===== config.mk =====
export PLATFORM = sky130hd
export DESIGN_NAME = mem_stage_sram_ctrl_flat
export DESIGN_NICKNAME = d
export VERILOG_FILES = /design/src/rtl/mem_stage_sram_ctrl_if.sv /design/src/rtl/mem_stage_sram_ctrl.sv /design/src/flat_wrapper.sv
export SDC_FILE = /design/constraint.sdc
export NUM_CORES = 1
export LEC_CHECK = 0
export CAP_MARGIN = 15
export CORE_ASPECT_RATIO = 0.5
export CORE_MARGIN = 3
export CORE_UTILIZATION = 35
export DETAILED_ROUTE_END_ITERATION = 8
export PLACE_DENSITY = 0.8
export SYNTH_ARGS = -nofsm -noshare
export SYNTH_HDL_FRONTEND = slang
export SYNTH_SLANG_ARGS = --single-unit

===== constraint.sdc =====
create_clock -name clk -period 1.49 [get_ports clk]
set_input_delay 0.298 -clock clk [delete_from_list [all_inputs] [get_ports clk]]
set_output_delay 0.298 -clock clk [all_outputs]
set_load 0.05 [all_outputs]

===== src/rtl/mem_stage_sram_ctrl_if.sv =====
// MEM-stage bus bundle: EXE/MEM pipeline inputs, WB-side outputs and the async SRAM pins.
// Handshake: the upstream instruction is held stable while ready=0 and advances on the
// first rising edge where ready=1; pass-through outputs are valid whenever ready=1.
interface mem_stage_sram_ctrl_if #(
  parameter int SRAM_AW = 18
);
  logic               wb_en_in;
  logic               mem_read_in;
  logic               mem_write_in;
  logic [31:0]        alu_res_in;
  logic [31:0]        val_rm_in;
  logic [3:0]         dst_in;
  logic               ready;
  logic               wb_en_out;
  logic               mem_read_out;
  logic [3:0]         dst_out;
  logic [31:0]        alu_res_out;
  logic [31:0]        mem_read_data;
  logic [SRAM_AW-1:0] sram_addr;
  logic [31:0]        sram_dq_o;
  logic [31:0]        sram_dq_i;
  logic               sram_we_n;
  logic               sram_oe_n;

  modport slave (
    input  wb_en_in, mem_read_in, mem_write_in, alu_res_in, val_rm_in, dst_in, sram_dq_i,
    output ready, wb_en_out, mem_read_out, dst_out, alu_res_out, mem_read_data,
    output sram_addr, sram_dq_o, sram_we_n, sram_oe_n
  );

  modport master (
    output wb_en_in, mem_read_in, mem_write_in, alu_res_in, val_rm_in, dst_in, sram_dq_i,
    input  ready, wb_en_out, mem_read_out, dst_out, alu_res_out, mem_read_data,
    input  sram_addr, sram_dq_o, sram_we_n, sram_oe_n
  );
endinterface


===== src/rtl/mem_stage_sram_ctrl.sv =====
// MEM stage: turns loads/stores into multi-cycle async SRAM accesses, stalling via ready.
// Optional MEM_WRITE_POST_EN: stores are posted and drain in the background.
module mem_stage_sram_ctrl #(
  parameter int ADDR_BASE   = 1024,
  parameter int WAIT_CYCLES = 4,
  parameter int SRAM_AW     = 18
) (
  input  logic                  clk,
  input  logic                  rst,
  mem_stage_sram_ctrl_if.slave  bus,
  output logic [1:0]            state_dbg
);

  typedef enum logic [1:0] {
    IDLE   = 2'd0,
    ACCESS = 2'd1,
    DONE   = 2'd2
  } state_t;

  localparam int CW = (WAIT_CYCLES > 1) ? $clog2(WAIT_CYCLES) : 1;
  localparam logic [CW-1:0] LAST = CW'(WAIT_CYCLES - 1);

  state_t             state;
  logic [CW-1:0]      cnt;
  logic [SRAM_AW-1:0] addr_q;
  logic [31:0]        data_q;
  logic [31:0]        rdata_q;
  logic               is_write;
  logic               we_n_q;
  logic               oe_n_q;
  logic               req;
  logic               ready_c;
`ifdef MEM_WRITE_POST_EN
  logic               posted;
`endif

  assign req = bus.mem_read_in | bus.mem_write_in;

  assign bus.wb_en_out     = bus.wb_en_in;
  assign bus.mem_read_out  = bus.mem_read_in;
  assign bus.dst_out       = bus.dst_in;
  assign bus.alu_res_out   = bus.alu_res_in;
  assign bus.mem_read_data = rdata_q;
  assign bus.sram_addr     = addr_q;
  assign bus.sram_dq_o     = data_q;
  assign bus.sram_we_n     = we_n_q;
  assign bus.sram_oe_n     = oe_n_q;
  assign bus.ready         = ready_c;
  assign state_dbg         = state;

  always_comb begin
    ready_c = 1'b0;
    case (state)
`ifdef MEM_WRITE_POST_EN
      // A store with nothing in flight is accepted at once; only memory ops wait on a drain.
      IDLE:   ready_c = !req || bus.mem_write_in;
      ACCESS: ready_c = posted && !req;
`else
      IDLE:   ready_c = !req;
      ACCESS: ready_c = 1'b0;
`endif
      DONE:   ready_c = 1'b1;
      default: ready_c = 1'b0;
    endcase
  end

  always_ff @(posedge clk or negedge rst) begin
    if (!rst) begin
      state    <= IDLE;
      cnt      <= '0;
      addr_q   <= '0;
      data_q   <= '0;
      rdata_q  <= '0;
      is_write <= 1'b0;
      we_n_q   <= 1'b1;
      oe_n_q   <= 1'b1;
`ifdef MEM_WRITE_POST_EN
      posted   <= 1'b0;
`endif
    end else begin
      case (state)
        IDLE: begin
          if (req) begin
            // Low two address bits are dropped: the SRAM is word addressed.
            addr_q   <= SRAM_AW'((bus.alu_res_in - 32'(ADDR_BASE)) >> 2);
            data_q   <= bus.val_rm_in;
            is_write <= bus.mem_write_in;
            we_n_q   <= !bus.mem_write_in;
            oe_n_q   <= bus.mem_write_in;
            cnt      <= '0;
`ifdef MEM_WRITE_POST_EN
            posted   <= bus.mem_write_in;
`endif
            state    <= ACCESS;
          end
        end
        ACCESS: begin
          cnt <= cnt + 1'b1;
          if (cnt == LAST) begin
            we_n_q <= 1'b1;
            oe_n_q <= 1'b1;
            if (!is_write) rdata_q <= bus.sram_dq_i;
`ifdef MEM_WRITE_POST_EN
            state  <= posted ? IDLE : DONE;
            posted <= 1'b0;
`else
            state  <= DONE;
`endif
          end
        end
        DONE:    state <= IDLE;
        default: state <= IDLE;
      endcase
    end
  end

endmodule


===== src/flat_wrapper.sv =====
// flat-port wrapper written by rule: the top's interface ports become plain ports
module mem_stage_sram_ctrl_flat 
#(
  parameter int ADDR_BASE   = 1024,
  parameter int WAIT_CYCLES = 4,
  parameter int SRAM_AW     = 18
)
  (clk, rst, state_dbg, bus_wb_en_in, bus_mem_read_in, bus_mem_write_in, bus_alu_res_in, bus_val_rm_in, bus_dst_in, bus_sram_dq_i, bus_ready, bus_wb_en_out, bus_mem_read_out, bus_dst_out, bus_alu_res_out, bus_mem_read_data, bus_sram_addr, bus_sram_dq_o, bus_sram_we_n, bus_sram_oe_n);
  mem_stage_sram_ctrl_if #(.SRAM_AW(SRAM_AW)) bus_i ();
  input  logic clk;
  input  logic rst;
  output logic [1:0] state_dbg;
  input wire logic [$bits(bus_i.wb_en_in)-1:0] bus_wb_en_in;
  input wire logic [$bits(bus_i.mem_read_in)-1:0] bus_mem_read_in;
  input wire logic [$bits(bus_i.mem_write_in)-1:0] bus_mem_write_in;
  input wire logic [$bits(bus_i.alu_res_in)-1:0] bus_alu_res_in;
  input wire logic [$bits(bus_i.val_rm_in)-1:0] bus_val_rm_in;
  input wire logic [$bits(bus_i.dst_in)-1:0] bus_dst_in;
  input wire logic [$bits(bus_i.sram_dq_i)-1:0] bus_sram_dq_i;
  output wire logic [$bits(bus_i.ready)-1:0] bus_ready;
  output wire logic [$bits(bus_i.wb_en_out)-1:0] bus_wb_en_out;
  output wire logic [$bits(bus_i.mem_read_out)-1:0] bus_mem_read_out;
  output wire logic [$bits(bus_i.dst_out)-1:0] bus_dst_out;
  output wire logic [$bits(bus_i.alu_res_out)-1:0] bus_alu_res_out;
  output wire logic [$bits(bus_i.mem_read_data)-1:0] bus_mem_read_data;
  output wire logic [$bits(bus_i.sram_addr)-1:0] bus_sram_addr;
  output wire logic [$bits(bus_i.sram_dq_o)-1:0] bus_sram_dq_o;
  output wire logic [$bits(bus_i.sram_we_n)-1:0] bus_sram_we_n;
  output wire logic [$bits(bus_i.sram_oe_n)-1:0] bus_sram_oe_n;
  assign bus_i.wb_en_in = bus_wb_en_in;
  assign bus_i.mem_read_in = bus_mem_read_in;
  assign bus_i.mem_write_in = bus_mem_write_in;
  assign bus_i.alu_res_in = bus_alu_res_in;
  assign bus_i.val_rm_in = bus_val_rm_in;
  assign bus_i.dst_in = bus_dst_in;
  assign bus_i.sram_dq_i = bus_sram_dq_i;
  assign bus_ready = bus_i.ready;
  assign bus_wb_en_out = bus_i.wb_en_out;
  assign bus_mem_read_out = bus_i.mem_read_out;
  assign bus_dst_out = bus_i.dst_out;
  assign bus_alu_res_out = bus_i.alu_res_out;
  assign bus_mem_read_data = bus_i.mem_read_data;
  assign bus_sram_addr = bus_i.sram_addr;
  assign bus_sram_dq_o = bus_i.sram_dq_o;
  assign bus_sram_we_n = bus_i.sram_we_n;
  assign bus_sram_oe_n = bus_i.sram_oe_n;
  mem_stage_sram_ctrl #(.ADDR_BASE(ADDR_BASE), .WAIT_CYCLES(WAIT_CYCLES), .SRAM_AW(SRAM_AW)) u_core (.clk(clk), .rst(rst), .bus(bus_i), .state_dbg(state_dbg));
endmodule

==> results.py <==
metrics = {
    "outcome": {
        "status": "finished, violations left",
        "violations": "setup timing",
    },
    "grt": {
        "first_global_vias": 3408,
        "antenna_found_initial": 2,
        "grt_max_degree": 28,
        "grt_overflow": 0,
        "grt_pass1_wl_um": 20000,
        "grtUsageTotal_pct": 20.9,
    },
    "sta": {
        "tns_ns": -8.38,
        "whs_ns": 0.432,
        "worst_pin_slew_ns": 0.703,
        "worst_slack_ns": -0.232,
        "finClkSkew_ns": 0.00792,
        "setup-violations-final": 80,
        "relSlewSlack_pct": 52.8,
        "period_share_pct": 116,
        "fin_crit_ns": 1.72,
        "slew_violations": 0,
        "rsz0062_at_grt": "true",
        "fmax_mhz": 581,
        "hold_viol_final": 0,
    },
    "yosys": {
        "yosys-top-cells-area": "dfrtp_1 54%, mux2_4 15%, mux2_2 9.0%",
        "synth_commonest_cells": "87 x dfrtp_1, 41 x mux2_4, 38 x buf_4",
        "async_flop_share_pct": 100,
        "synth_top_area_cell": "dfrtp_1",
        "syn-cell-area_mm2": 0.00400,
        "syn_inst": 276,
        "syn_area_per_cell_um2": 14.5,
        "synthFlopType": "dfrtp_1",
        "synth-seq-area-share_pct": 55.7,
        "synthDistinctLibCells": 34,
        "synthesis.nets": 383,
        "synth-seq-cells": 89,
        "synth_warnings": 0,
        "yosys.cell_count.top_type": "dfrtp_1",
        "synth_edf_count": 0,
        "yosysTopAreaCellShare_pct": 54.4,
    },
    "routing": {
        "num_vias": 3174,
        "viasPerCell": 5.07,
        "ant_nets": 0,
        "drt_iter0_drc": 216,
        "drcViolationCount": 0,
        "firstDrtPassIters": 5,
        "wirelength_um": 15400,
        "wl_per_cell_um": 24.5,
    },
    "worst_setup_path": {
        "worstSetupStartpointType": "flop",
        "arrival_ns": 1.98,
        "critical_path_required_ns": 1.75,
        "rrSetupSlack_ns": -0.23,
        "end_kind": "flop",
        "critPathKind": "flop to flop",
        "path_max_fanout": 6,
    },
    "placement": {
        "dpl.hpwl_um": 9680,
        "io_buffers": 191,
        "gp_congestion": 0.765,
        "dp_slack_ns": -0.486,
        "place_area_mm2": 0.00712,
    },
    "clock_network": {
        "cts_max_level": 3,
        "cts.sinks": 89,
        "cts.path.max_buffers": 2,
        "clk-insertion-delay-late_ns": 0.35,
        "cts_tree": "built",
        "cts.clk_slew.worst_paths_ns": 0.07,
        "cts_root_buffer": "clkbuf_16",
        "cts_buffers": 9,
    },
    "die": {
        "die_h_um": 81.6,
        "start_util_pct": 37.5,
        "fp.dieW_um": 157,
        "core_mm2": 0.0107,
        "rows": 26,
        "die_area_mm2": 0.0128,
        "ioPinCount": 230,
    },
    "finish": {
        "fin_nets": 587,
        "synthToLayoutAreaGrowth_pct": 92.5,
        "stdcell_area_mm2": 0.00770,
        "fillers": 597,
        "final_layout_size_suffix_gt1_share_pct": 53.8,
    },
    "min_path": {
        "worstHoldPathType": "primary input to flop",
    },
    "pwr": {
        "max-vdd-ir-drop_mv": 1.05,
        "power_density_mw_per_mm2": 2750,
        "leakage_nw": 3.44,
    },
    "flow_run": {
        "drv_cap": 0,
    },
}
[kinds of logic (layout without fill, tap and decap cells)]
family                   Yosys count  after routing  share of synthesized area (%)
AO/OA/AOI/OAI                     31             31                           4.75
XOR/XNOR                           2              2                          0.438
adder cells (fa/ha/maj)            2              2                          0.625
buffers and inverters             55            264                           10.0
flip-flops                        89             89                           55.7
multiplexers                      75             75                           24.9
other                              0              1                              0
AND/OR/NAND/NOR                   22             22                           3.50
[worst max-delay path: stages (launching register included)]
cell,delay (ns)
dfrtp_2,0.46
buf_6,0.17
nor3_1,0.60
o21ai_0,0.24
o21ai_0,0.15
[path summary, 6_finish.rpt]
path / from / depth (start not counted) / to
worst max register to register: u_core.state_dbg[0] / 4 / u_core.cnt[0]
worst min register to register: u_core.bus.mem_read_data[15] / 1 / u_core.bus.mem_read_data[15]
min in group asynchronous: rst / 2 / u_core.bus.sram_dq_o[17]
max in group asynchronous: rst / 3 / u_core.bus.sram_dq_o[24]
worst min-delay path: bus_alu_res_in[14] / 4 / u_core.bus.sram_addr[16]
worst max-delay path: u_core.state_dbg[0] / 4 / u_core.cnt[0]
[power by group]
group | internal, W | total [W] | switching [W]
sequential | 0.00368 | 0.00521 | 0.00153
clock | 0.00117 | 0.00227 | 0.00110
combinational | 0.00703 | 0.0137 | 0.00663
total | 0.0119 | 0.0211 | 0.00926
[sequential cells by signal (all words and copies together), names as in the netlist]
register                  count
u_core.state_dbg              2
u_core.is_write               1
u_core.cnt                    2
u_core.bus.mem_read_data     32
u_core.bus.sram_addr         18
u_core.bus.sram_oe_n          1
u_core.bus.sram_dq_o         32
u_core.bus.sram_we_n          1
[layout by cell type (no fill, tap or decap), types with 2 or more instances in the layout]
| cell | n |
|---|---|
| buf_12 | 112 |
| dfrtp_1 | 85 |
| clkdlybuf4s50_1 | 76 |
| mux2_4 | 54 |
| buf_4 | 34 |
| mux2_2 | 19 |
| clkbuf_16 | 12 |
| a21oi_1 | 10 |
| buf_6 | 7 |
| a31oi_1 | 6 |
| dlygate4sd2_1 | 6 |
| or4_1 | 5 |
| o21ai_0 | 5 |
| inv_1 | 4 |
| o31ai_1 | 4 |
| or2_4 | 2 |
| nand2b_1 | 2 |
| or3_1 | 2 |
| xnor2_1 | 2 |
| nor2_1 | 2 |
| inv_6 | 2 |
| inv_8 | 2 |
| clkinv_4 | 2 |
| dlymetal6s2s_1 | 2 |
| dfstp_2 | 2 |
| dfrtp_2 | 2 |
[per-layer routing]
metal | share of wire [%] | track usage [%]
met5 | 0.13 | 0
met4 | 4.1 | 7.88
met3 | 4.8 | 4.95
met2 | 55 | 39.7
met1 | 36 | 23.0
[metrics by stage]
stage,power (W),util [%],cells
finish,0.0211,72.2,626
CTS,0.0205,70.3,616
detailed placement,0.0181,66.7,594
floorplan,0.0113,-,276
global placement,0.0177,66.7,594
global route,0.0217,72.2,626
[area by class of cell]
type                    count  area [um^2]  area share (%)
repair buffers            242         3510            45.6
multi-input cells         132         1460            19.0
clock buffers               9          225            2.92
flip-flops and latches     89         2230            29.0
diodes                      1         2.50          0.0325
well taps                 140          175            2.27
clock inverters             7         62.6           0.812
inverters                   6         25.0           0.325
[timing repair]
action / CTS / global route
resized for setup: 17 / 29
hold endpoints to repair: 21 / 0
endpoints found under the setup margin: 82 / 58
gates cloned: 1 / 3
setup buffers: 4 / 7
hold buffers: 1 / 0
pin swaps: 5 / 1
No activity file was read; power rests on OpenSTA's default activity.
